**src/rtl/fb_pkg.sv**
```systemverilog
// Shared definitions for the single-frame buffer controller.
//  H_PIX / V_PIX : default frame geometry (pixels per line / lines per frame)
//  SIZE          : pixels per frame
//  AW            : RAM address width
//  fb_state_t    : controller state (IDLE, FILL, DRAIN)
package fb_pkg;

  localparam int H_PIX = 960;
  localparam int V_PIX = 540;
  localparam int SIZE  = H_PIX * V_PIX;
  localparam int AW    = $clog2(SIZE);

  typedef enum logic [1:0] {
    IDLE  = 2'd0,
    FILL  = 2'd1,
    DRAIN = 2'd2
  } fb_state_t;

endpackage

```
**src/rtl/fb_rd_stage.sv**
```systemverilog
// Read side of the frame buffer: walks the RAM in raster order and presents
// each pixel through a registered valid/ready output stage.
// Ports:
//  clk, rst_n    clock, synchronous active-low reset
//  en_i          high while the controller is draining; low clears the walk
//  out_ready_i   downstream ready
//  ram_dout_i    RAM read data (combinational from ram_ra_o)
//  out_valid_o   output pixel valid
//  out_data_o    output pixel
//  out_sof_o     pixel 0 of the frame
//  out_eol_o     last pixel of a line
//  ram_ra_o      RAM read address
//  last_hs_o     the final pixel of the frame is being handed off this cycle
// Handshake: a beat transfers on a rising clk edge where out_valid_o && out_ready_i;
// while out_valid_o && !out_ready_i the data/sof/eol outputs hold steady.
module fb_rd_stage #(
  parameter int H_PIX = 8,
  parameter int SIZE  = 32,
  parameter int AW    = 5
) (
  input  logic          clk,
  input  logic          rst_n,
  input  logic          en_i,
  input  logic          out_ready_i,
  input  logic [7:0]    ram_dout_i,
  output logic          out_valid_o,
  output logic [7:0]    out_data_o,
  output logic          out_sof_o,
  output logic          out_eol_o,
  output logic [AW-1:0] ram_ra_o,
  output logic          last_hs_o
);

  localparam int CW = (H_PIX > 1) ? $clog2(H_PIX) : 1;

  logic          valid_q, valid_d;
  logic [7:0]    data_q, data_d;
  logic          sof_q, sof_d;
  logic          eol_q, eol_d;
  logic          last_q, last_d;
  logic          all_loaded_q, all_loaded_d;
  logic [AW-1:0] rd_addr_q, rd_addr_d;
  logic [CW-1:0] col_q, col_d;
  logic          load;

  always_comb begin
    valid_d      = valid_q;
    data_d       = data_q;
    sof_d        = sof_q;
    eol_d        = eol_q;
    last_d       = last_q;
    all_loaded_d = all_loaded_q;
    rd_addr_d    = rd_addr_q;
    col_d        = col_q;
    // Stage refills when empty or when its current pixel leaves this cycle;
    // all_loaded stops it after the last address so nothing is read twice.
    load = en_i && (!valid_q || out_ready_i) && !all_loaded_q;
    if (!en_i) begin
      valid_d      = 1'b0;
      last_d       = 1'b0;
      all_loaded_d = 1'b0;
      rd_addr_d    = '0;
      col_d        = '0;
    end else if (load) begin
      valid_d = 1'b1;
      data_d  = ram_dout_i;
      sof_d   = (rd_addr_q == '0);
      eol_d   = (col_q == CW'(H_PIX - 1));
      last_d  = (rd_addr_q == AW'(SIZE - 1));
      col_d   = (col_q == CW'(H_PIX - 1)) ? '0 : col_q + CW'(1);
      if (rd_addr_q == AW'(SIZE - 1)) begin
        rd_addr_d    = '0;
        all_loaded_d = 1'b1;
      end else begin
        rd_addr_d = rd_addr_q + AW'(1);
      end
    end else if (valid_q && out_ready_i) begin
      valid_d = 1'b0;
    end
  end

  always_ff @(posedge clk) begin
    if (!rst_n) begin
      valid_q      <= 1'b0;
      data_q       <= '0;
      sof_q        <= 1'b0;
      eol_q        <= 1'b0;
      last_q       <= 1'b0;
      all_loaded_q <= 1'b0;
      rd_addr_q    <= '0;
      col_q        <= '0;
    end else begin
      valid_q      <= valid_d;
      data_q       <= data_d;
      sof_q        <= sof_d;
      eol_q        <= eol_d;
      last_q       <= last_d;
      all_loaded_q <= all_loaded_d;
      rd_addr_q    <= rd_addr_d;
      col_q        <= col_d;
    end
  end

  assign out_valid_o = valid_q;
  assign out_data_o  = data_q;
  assign out_sof_o   = sof_q;
  assign out_eol_o   = eol_q;
  assign ram_ra_o    = rd_addr_q;
  assign last_hs_o   = en_i && valid_q && out_ready_i && last_q;

endmodule

```
**src/rtl/frame_buf_ctrl.sv**
```systemverilog
// Single-bank frame buffer sequencer: fills the pixel RAM from the capture
// stream starting at an in_sof beat, then drains the whole frame in raster
// order. Fill and drain never overlap.
// Ports:
//  clk, rst_n                    clock, synchronous active-low reset
//  in_valid/in_ready/in_data/in_sof   capture-side pixel stream
//  out_valid/out_ready/out_data/out_sof/out_eol   pipeline-side pixel stream
//  ram_wa/ram_din/ram_write      RAM write port
//  ram_ra/ram_dout               RAM async read port
//  busy                          controller is in FILL or DRAIN
//  resync_cnt                    saturating count of frames restarted by an early in_sof
// Handshake: both streams transfer on a rising clk edge where valid && ready.
module frame_buf_ctrl #(
  parameter  int H_PIX = fb_pkg::H_PIX,
  parameter  int V_PIX = fb_pkg::V_PIX,
  localparam int SIZE  = H_PIX * V_PIX,
  localparam int AW    = $clog2(SIZE)
) (
  input  logic          clk,
  input  logic          rst_n,
  input  logic          in_valid,
  output logic          in_ready,
  input  logic [7:0]    in_data,
  input  logic          in_sof,
  output logic          out_valid,
  input  logic          out_ready,
  output logic [7:0]    out_data,
  output logic          out_sof,
  output logic          out_eol,
  output logic [AW-1:0] ram_wa,
  output logic [7:0]    ram_din,
  output logic          ram_write,
  output logic [AW-1:0] ram_ra,
  input  logic [7:0]    ram_dout,
  output logic          busy,
  output logic [7:0]    resync_cnt
);

  import fb_pkg::*;

  fb_state_t     state_q, state_d;
  logic [AW-1:0] wr_addr_q, wr_addr_d;
  logic [7:0]    resync_q, resync_d;
  logic          accept;
  logic          last_hs;

  assign accept = in_valid && in_ready;

  always_comb begin
    state_d   = state_q;
    wr_addr_d = wr_addr_q;
    resync_d  = resync_q;
    unique case (state_q)
      IDLE: begin
        // Beats before the first in_sof are dropped.
        if (accept && in_sof) begin
          wr_addr_d = AW'(1);
          state_d   = FILL;
        end
      end
      FILL: begin
        if (accept) begin
          if (in_sof) begin
            wr_addr_d = AW'(1);
            if (resync_q != 8'hFF) resync_d = resync_q + 8'd1;
          end else if (wr_addr_q == AW'(SIZE - 1)) begin
            wr_addr_d = '0;
            state_d   = DRAIN;
          end else begin
            wr_addr_d = wr_addr_q + AW'(1);
          end
        end
      end
      DRAIN: begin
        if (last_hs) state_d = IDLE;
      end
      default: state_d = IDLE;
    endcase
  end

  always_ff @(posedge clk) begin
    if (!rst_n) begin
      state_q   <= IDLE;
      wr_addr_q <= '0;
      resync_q  <= '0;
    end else begin
      state_q   <= state_d;
      wr_addr_q <= wr_addr_d;
      resync_q  <= resync_d;
    end
  end

  assign in_ready   = (state_q != DRAIN);
  assign ram_write  = rst_n && accept && ((state_q == FILL) || in_sof);
  assign ram_din    = in_data;
  assign ram_wa     = in_sof ? '0 : wr_addr_q;
  assign busy       = (state_q != IDLE);
  assign resync_cnt = resync_q;

  fb_rd_stage #(
    .H_PIX (H_PIX),
    .SIZE  (SIZE),
    .AW    (AW)
  ) u_rd_stage (
    .clk         (clk),
    .rst_n       (rst_n),
    .en_i        (state_q == DRAIN),
    .out_ready_i (out_ready),
    .ram_dout_i  (ram_dout),
    .out_valid_o (out_valid),
    .out_data_o  (out_data),
    .out_sof_o   (out_sof),
    .out_eol_o   (out_eol),
    .ram_ra_o    (ram_ra),
    .last_hs_o   (last_hs)
  );

endmodule

```
**config.mk**
```make
export PLATFORM = sky130hd
export DESIGN_NAME = frame_buf_ctrl
export DESIGN_NICKNAME = d
export VERILOG_FILES = /design/src/rtl/fb_pkg.sv /design/src/rtl/fb_rd_stage.sv /design/src/rtl/frame_buf_ctrl.sv
export SDC_FILE = /design/constraint.sdc
export NUM_CORES = 1
export LEC_CHECK = 0
export BUFFER_PORTS_ARGS = -buffer_cell sky130_fd_sc_hd__buf_2
export CORE_MARGIN = 2
export CORE_UTILIZATION = 54
export CTS_CLUSTER_DIAMETER = 200
export DETAILED_ROUTE_END_ITERATION = 10
export PLACE_DENSITY = 0.92
export SETUP_SLACK_MARGIN = 0.15
export SYNTH_ARGS = -nofsm -noshare
export SYNTH_HDL_FRONTEND = slang
export SYNTH_SLANG_ARGS = --single-unit
```
**constraint.sdc**
```tcl
create_clock -name clk -period 2.02 [get_ports clk]
set_input_delay 0.101 -clock clk [delete_from_list [all_inputs] [get_ports clk]]
set_output_delay 0.101 -clock clk [all_outputs]
set_load 0.005 [all_outputs]
```
Yosys cells after proc, flatten, opt, wreduce, memory -nomap -nowiden:

Cells that the tools add are included.

* register bits: 71
* latch bits: 0
* RAM bits: 0
* ROM bits: 0
* output and inout bits: 68
* logic and storage cells: 68
* memories kept: 0

* add/sub/neg operators: 4
* multiply operators: 0
* div/mod/pow operators: 0
* magnitude comparators: 0
* equal/unequal tests: 12
* shift operators: 0
* mux-type cells: 16
* bitwise operators: 0
* reduce and logical (&&, ||, !) cells: 25

Operator list (number)
* $mux W19: 6
* $add A19 B1 Y19 const B: 2
* $eq A19 B19 Y1 const B: 2
* $pmux W19 S2: 1
* $logic_not A19 Y1: 1
* $ne A2 B2 Y1 const B: 6
* $add A10 B1 Y10 const B: 1
* $eq A10 B10 Y1 const B: 1
* $logic_and A1 B1 Y1: 10
* $mux W10: 1
* $mux W2: 5
* $add A8 B1 Y8 const B: 1
* $ne A8 B8 Y1 const B: 1
* $pmux W2 S3: 1
* $reduce_and A2 Y1: 3
* $reduce_bool A2 Y1: 3
* $reduce_and A5 Y1: 1
* $reduce_and A4 Y1: 1
* $reduce_and A3 Y1: 1
* $eq A2 B1 Y1 const B: 1
* $eq A2 B2 Y1 const B: 1
* $logic_not A1 Y1: 2
* $logic_not A2 Y1: 1
* $logic_or A1 B1 Y1: 2
* $mux W1: 2

Depth between registers and ports, before layout:

* word-level depth: 6
* mapped depth: 6
* gate-level depth less buffers: 6

Modules after synthesis:

From an unflattened synthesis, not the netlist that was laid out.

* cell total of the unflattened synthesis: 429
* area total of the unflattened synthesis: 3719.8 um^2

By module, submodules not included
* fb_rd_stage: instances 1, cells each 233, area an instance 2003.2 um^2
* frame_buf_ctrl: instances 1, cells each 196, area an instance 1716.6 um^2

Least setup slack after synthesis:

OpenSTA, ideal clock, no wires.

* path kind: register to register
* start: register u_rd_stage.rd_addr_q[0] (netlist: u_rd_stage.ram_ra_o[0])
* end: register u_rd_stage.rd_addr_q[0] (netlist: u_rd_stage.ram_ra_o[0])
* arrival: 1.668 ns
* data required time: 1.903 ns
* slack: 0.235 ns
* cell stages (with the launch flop): 7
* path buffers: 1
* period minus slack after synthesis: 1.785 ns
* cell sequence: dfxtp_1 -> ha_1 -> and4_1 -> nand4_1 -> o31ai_4 -> buf_2 -> nor2_1

* longest elaborated chain between the ends: 2

RTL lines
* start: declaration: RTL line fb_rd_stage.sv:42 `logic [AW-1:0] rd_addr_q, rd_addr_d;`
* start signal: assignment: RTL line fb_rd_stage.sv:99 `rd_addr_q <= rd_addr_d;`
* $add A19 B1 Y19 or $eq A19 B19 Y1 (tied branches): RTL line fb_rd_stage.sv:75, fb_rd_stage.sv:71
* $mux W19 (*): RTL line fb_rd_stage.sv:71 `if (rd_addr_q == AW'(SIZE - 1)) begin`

Every way passes the cells marked *; elsewhere a longest branch is shown, timed or not.
A chain may end at the register's enable or synchronous reset.

Final worst setup path:

* start: register wr_addr_q[0]
* end: register wr_addr_q[16]

* longest elaborated chain between the ends: 5

RTL lines
* start: declaration: RTL line frame_buf_ctrl.sv:42 `logic [AW-1:0] wr_addr_q, wr_addr_d;`
* start signal: assignment: RTL line frame_buf_ctrl.sv:88 `wr_addr_q <= wr_addr_d;`
* $add A19 B1 Y19 or $eq A19 B19 Y1 (tied branches): RTL line frame_buf_ctrl.sv:70, frame_buf_ctrl.sv:66
* $mux W19 (*): RTL line frame_buf_ctrl.sv:66 `end else if (wr_addr_q == AW'(SIZE - 1)) begin`
* $mux W19 (*): RTL line frame_buf_ctrl.sv:63 `if (in_sof) begin`
* $mux W19 (*): RTL line frame_buf_ctrl.sv:62 `if (accept) begin`
* $pmux W19 S2 (*): RTL line frame_buf_ctrl.sv:53 `unique case (state_q)`

Every way passes the cells marked *; elsewhere a longest branch is shown, timed or not. The select of a mux whose other input is x is not followed.

==> flow_metrics.tcl <==
set metrics [dict create \
    slew_violations 0 \
    yosysTopAreaCellShare 0.3861 \
    cts.path.max_buffers 2 \
    maxCapViolations 0 \
    clk_pin_slew_ns 0.08 \
    hpwl_um 6191 \
    antenna_left 0 \
    cts_tree "yes" \
    outcome "completed" \
    critPathKind "reg -> reg" \
    crit_required_ns 2.27 \
    fillers 491 \
    tns_ns 0 \
    finalHoldViolations 0 \
    reg2regPathDepth 6 \
    min_period_over_period 0.9285 \
    syn_area_per_cell_um2 8.541 \
    route.detailed.wl_per_inst_um 15.83 \
    powerDensity_nw_per_um2 642.5 \
    min_from "rst_n" \
    grt_start_max_net_pins 22 \
    worstPathMaxFanout 5 \
    n_antenna_cell 0 \
    pin_count 89 \
    drt_first_pass_iters 5 \
    end_kind "register" \
    rrSetupSlack_ns 0.14 \
    hold_end "u_rd_stage.out_eol_o" \
    synth-edff-count 0 \
    grt_pass1_wl_um 15280 \
    utilization 0.6738 \
    yosysWarnings 0 \
    numCtsBuffers 9 \
    clock_skew_ns 0.008485 \
    hp-class "in -> reg" \
    area.growth.synth_to_final_pct 22.30 \
    whs_path_depth 2 \
    drtIter0Drc 273 \
    h-tree-depth 3 \
    drc 0 \
    rr_startpoint "wr_addr_q[0]" \
    synth_area_leaders "dfxtp_1 (39%), a21oi_1 (5.2%), nand2_1 (4.3%)" \
    vias 3696 \
    ir_worst_vdd_mv 0.3630 \
    final_layout_size_suffix_gt1_frac 0.2534 \
    gp_congestion 0.8474 \
    pre_cts_ws_ns 0.1515 \
    viasPerCell 6.191 \
    syn_area_um2 3681 \
    die_y_um 86.57 \
    layout_min_cycle_time_ns 1.875 \
    ys_ff_latch 71 \
    rr_endpoint "wr_addr_q[16]" \
    die_area_um2 7494 \
    portBuffers 72 \
    grt_use_total 0.2542 \
    start_util 0.5509 \
    syn-num-nets 457 \
    synth.distinct_cells 55 \
    synth_cells 431 \
    fin_nets 538 \
    cp.arrival_ns 2.12 \
    antenna_found_initial 0 \
    fmaxAchievable_mhz 533.2 \
    ys_async_sr_fraction 0 \
    tightestPinTransition_ns 0.5316 \
    setup_slack_ns 0.1445 \
    multi_input_area_um2 2076 \
    rsz0062_at_grt "false" \
    yosysSeqAreaShare 0.3861 \
    max_slew_margin 0.6447 \
    wirelength_um 9452 \
    start_kind "register" \
    grt_pass1_vias 3364 \
    p_leak_nw 1.695 \
    finalSetupViolations 0 \
    clock-sinks 71 \
    power_mw 2.892 \
    core_area_um2 6681 \
    final-seq-area_um2 1428 \
    rows 30 \
    gr-total-overflow 0 \
    ys.flop_type "dfxtp_1" \
    fp.dieW_um 86.57 \
    clock-root-buffer "clkbuf_8" \
    worst_skew_pair.late_latency_ns 0.36 \
    yosys.area.top_type "dfxtp_1" \
]
flip-flops by register name, indices dropped and copies added (netlist names):
| signal | cells |
|---|---|
| u_rd_stage.col_q | 10 |
| state_q | 2 |
| u_rd_stage.ram_ra_o | 19 |
| u_rd_stage.out_sof_o | 1 |
| resync_cnt | 8 |
| u_rd_stage.out_data_o | 8 |
| u_rd_stage.out_eol_o | 1 |
| wr_addr_q | 19 |
| u_rd_stage.all_loaded_q | 1 |
| u_rd_stage.out_valid_o | 1 |
| u_rd_stage.last_q | 1 |
through the flow:
step                      instances  area (um2)  hold WS (ns)
after floorplan                 431        3681        0.2344
after global placement          571        4124        0.2020
after detailed placement        571        4124        0.2020
after CTS                       596        4459       0.05537
after global routing            597        4502       0.05285
final                           597        4502       0.06515
Yosys cell counts, types with 2 or more instances:
master,n
nor2_1,21
inv_1,8
nand3_1,16
a21oi_1,38
o211ai_1,3
o2bb2a_1,2
and4_1,8
o31ai_1,21
or4_1,21
nand2b_2,2
nand2_1,42
xnor2_1,10
nor2b_1,19
nor4b_1,4
or2_2,2
ha_1,5
o21ai_0,10
nand3_2,2
xor2_1,10
buf_2,9
a22oi_1,10
buf_6,2
buf_4,10
or3_1,9
nor3_1,2
and3b_1,2
dfxtp_1,71
nor4_1,9
and3_1,6
o31a_1,2
nand4_1,16
clkbuf_1,12
nand4b_1,2
mux2i_1,2
o41ai_1,2
and2_1,2
layout make-up:
cell class / instances / share of cell area
Clock inverter: 2 / 0.01334
Clock buffer: 14 / 0.04058
Sequential cell: 71 / 0.3171
Multi-Input combinational cell: 319 / 0.4611
Timing Repair Buffer: 103 / 0.1390
Tap cell: 80 / 0.02223
Inverter: 8 / 0.006670
report_power, final:
group / switching (mW) / total (mW) / internal, mW
Combinational: 0.0649 / 0.114 / 0.0491
Clock: 0.532 / 1.36 / 0.832
Sequential: 0.0102 / 1.42 / 1.41
Total: 0.607 / 2.89 / 2.29
critical path, stage by stage, from the launching register on:
cell	delay (ns)
dfxtp_1	0.41
ha_1	0.24
nor4b_1	0.32
nand4_1	0.21
o211ai_2	0.22
buf_4	0.16
o2bb2a_1	0.21
routing by layer:
metal / global-route usage / part of all wire / vias to the layer above
met5: 0 / 0 / -
met4: 0.1136 / 0.022 / 0
met3: 0.06286 / 0.069 / 24
met2: 0.4196 / 0.49 / 166
met1: 0.3138 / 0.42 / 1742
li1: - / - / 1764
cells in the final DEF (no fill, tap or decap), types with 2 or more instances in the layout:
cell type and instances:
o41ai_1 2, nor2_1 21, o31a_1 2, or3_4 2, buf_4 22, nand4b_1 2
o2bb2a_1 2, or2_2 2, a22oi_1 10, a21oi_1 38, nand4_1 16, nor4_1 9
nor4b_1 4, clkbuf_8 13, dfxtp_1 66, mux2i_1 2, and3_1 6, inv_1 8
nor3_1 2, dlygate4sd3_1 8, o211ai_1 3, ha_1 4, nand3_1 16, xor2_1 10
buf_2 72, and4_1 7, o21ai_0 10, dfxtp_2 5, or4_1 21, and2_1 2
nand2b_2 2, nor2b_1 19, xnor2_1 10, o31ai_1 21, bufinv_16 2, nand2_1 42
or3_1 8
kinds of logic (layout without fill, tap and decap cells):
| kind of cell | after synthesis | in the layout | synth area share |
|---|---|---|---|
| buf+inv | 41 | 127 | 0.05914 |
| compound gates | 98 | 98 | 0.1768 |
| xor+xnor | 20 | 20 | 0.04758 |
| mux | 2 | 2 | 0.005439 |
| flops | 71 | 71 | 0.3861 |
| fa+ha+maj | 5 | 5 | 0.01700 |
| simple gates | 194 | 194 | 0.3080 |
what timing repair did:
action	CTS	global route
resized for setup	1	11
pin swaps	1	1
hold endpoints to repair	8	0
buffers inserted	1	1
hold buffers	8	0
endpoints found under the setup margin	13	51
worst max path at each step:
stage,from,endpoint,slack [ns],depth (start not counted)
2_1_floorplan,u_rd_stage.ram_ra_o[0],u_rd_stage.ram_ra_o[0],0.23,6
3_3_place_gp,state_q[0],u_rd_stage.ram_ra_o[15],0.22,4
3_5_place_dp,wr_addr_q[0],wr_addr_q[8],0.15,6
4_1_cts,state_q[0],resync_cnt[7],0.17,5
5_1_grt,wr_addr_q[0],wr_addr_q[0],0.04,6
6_report,wr_addr_q[0],wr_addr_q[16],0.14,6
(Power assumes the default switching activity.)
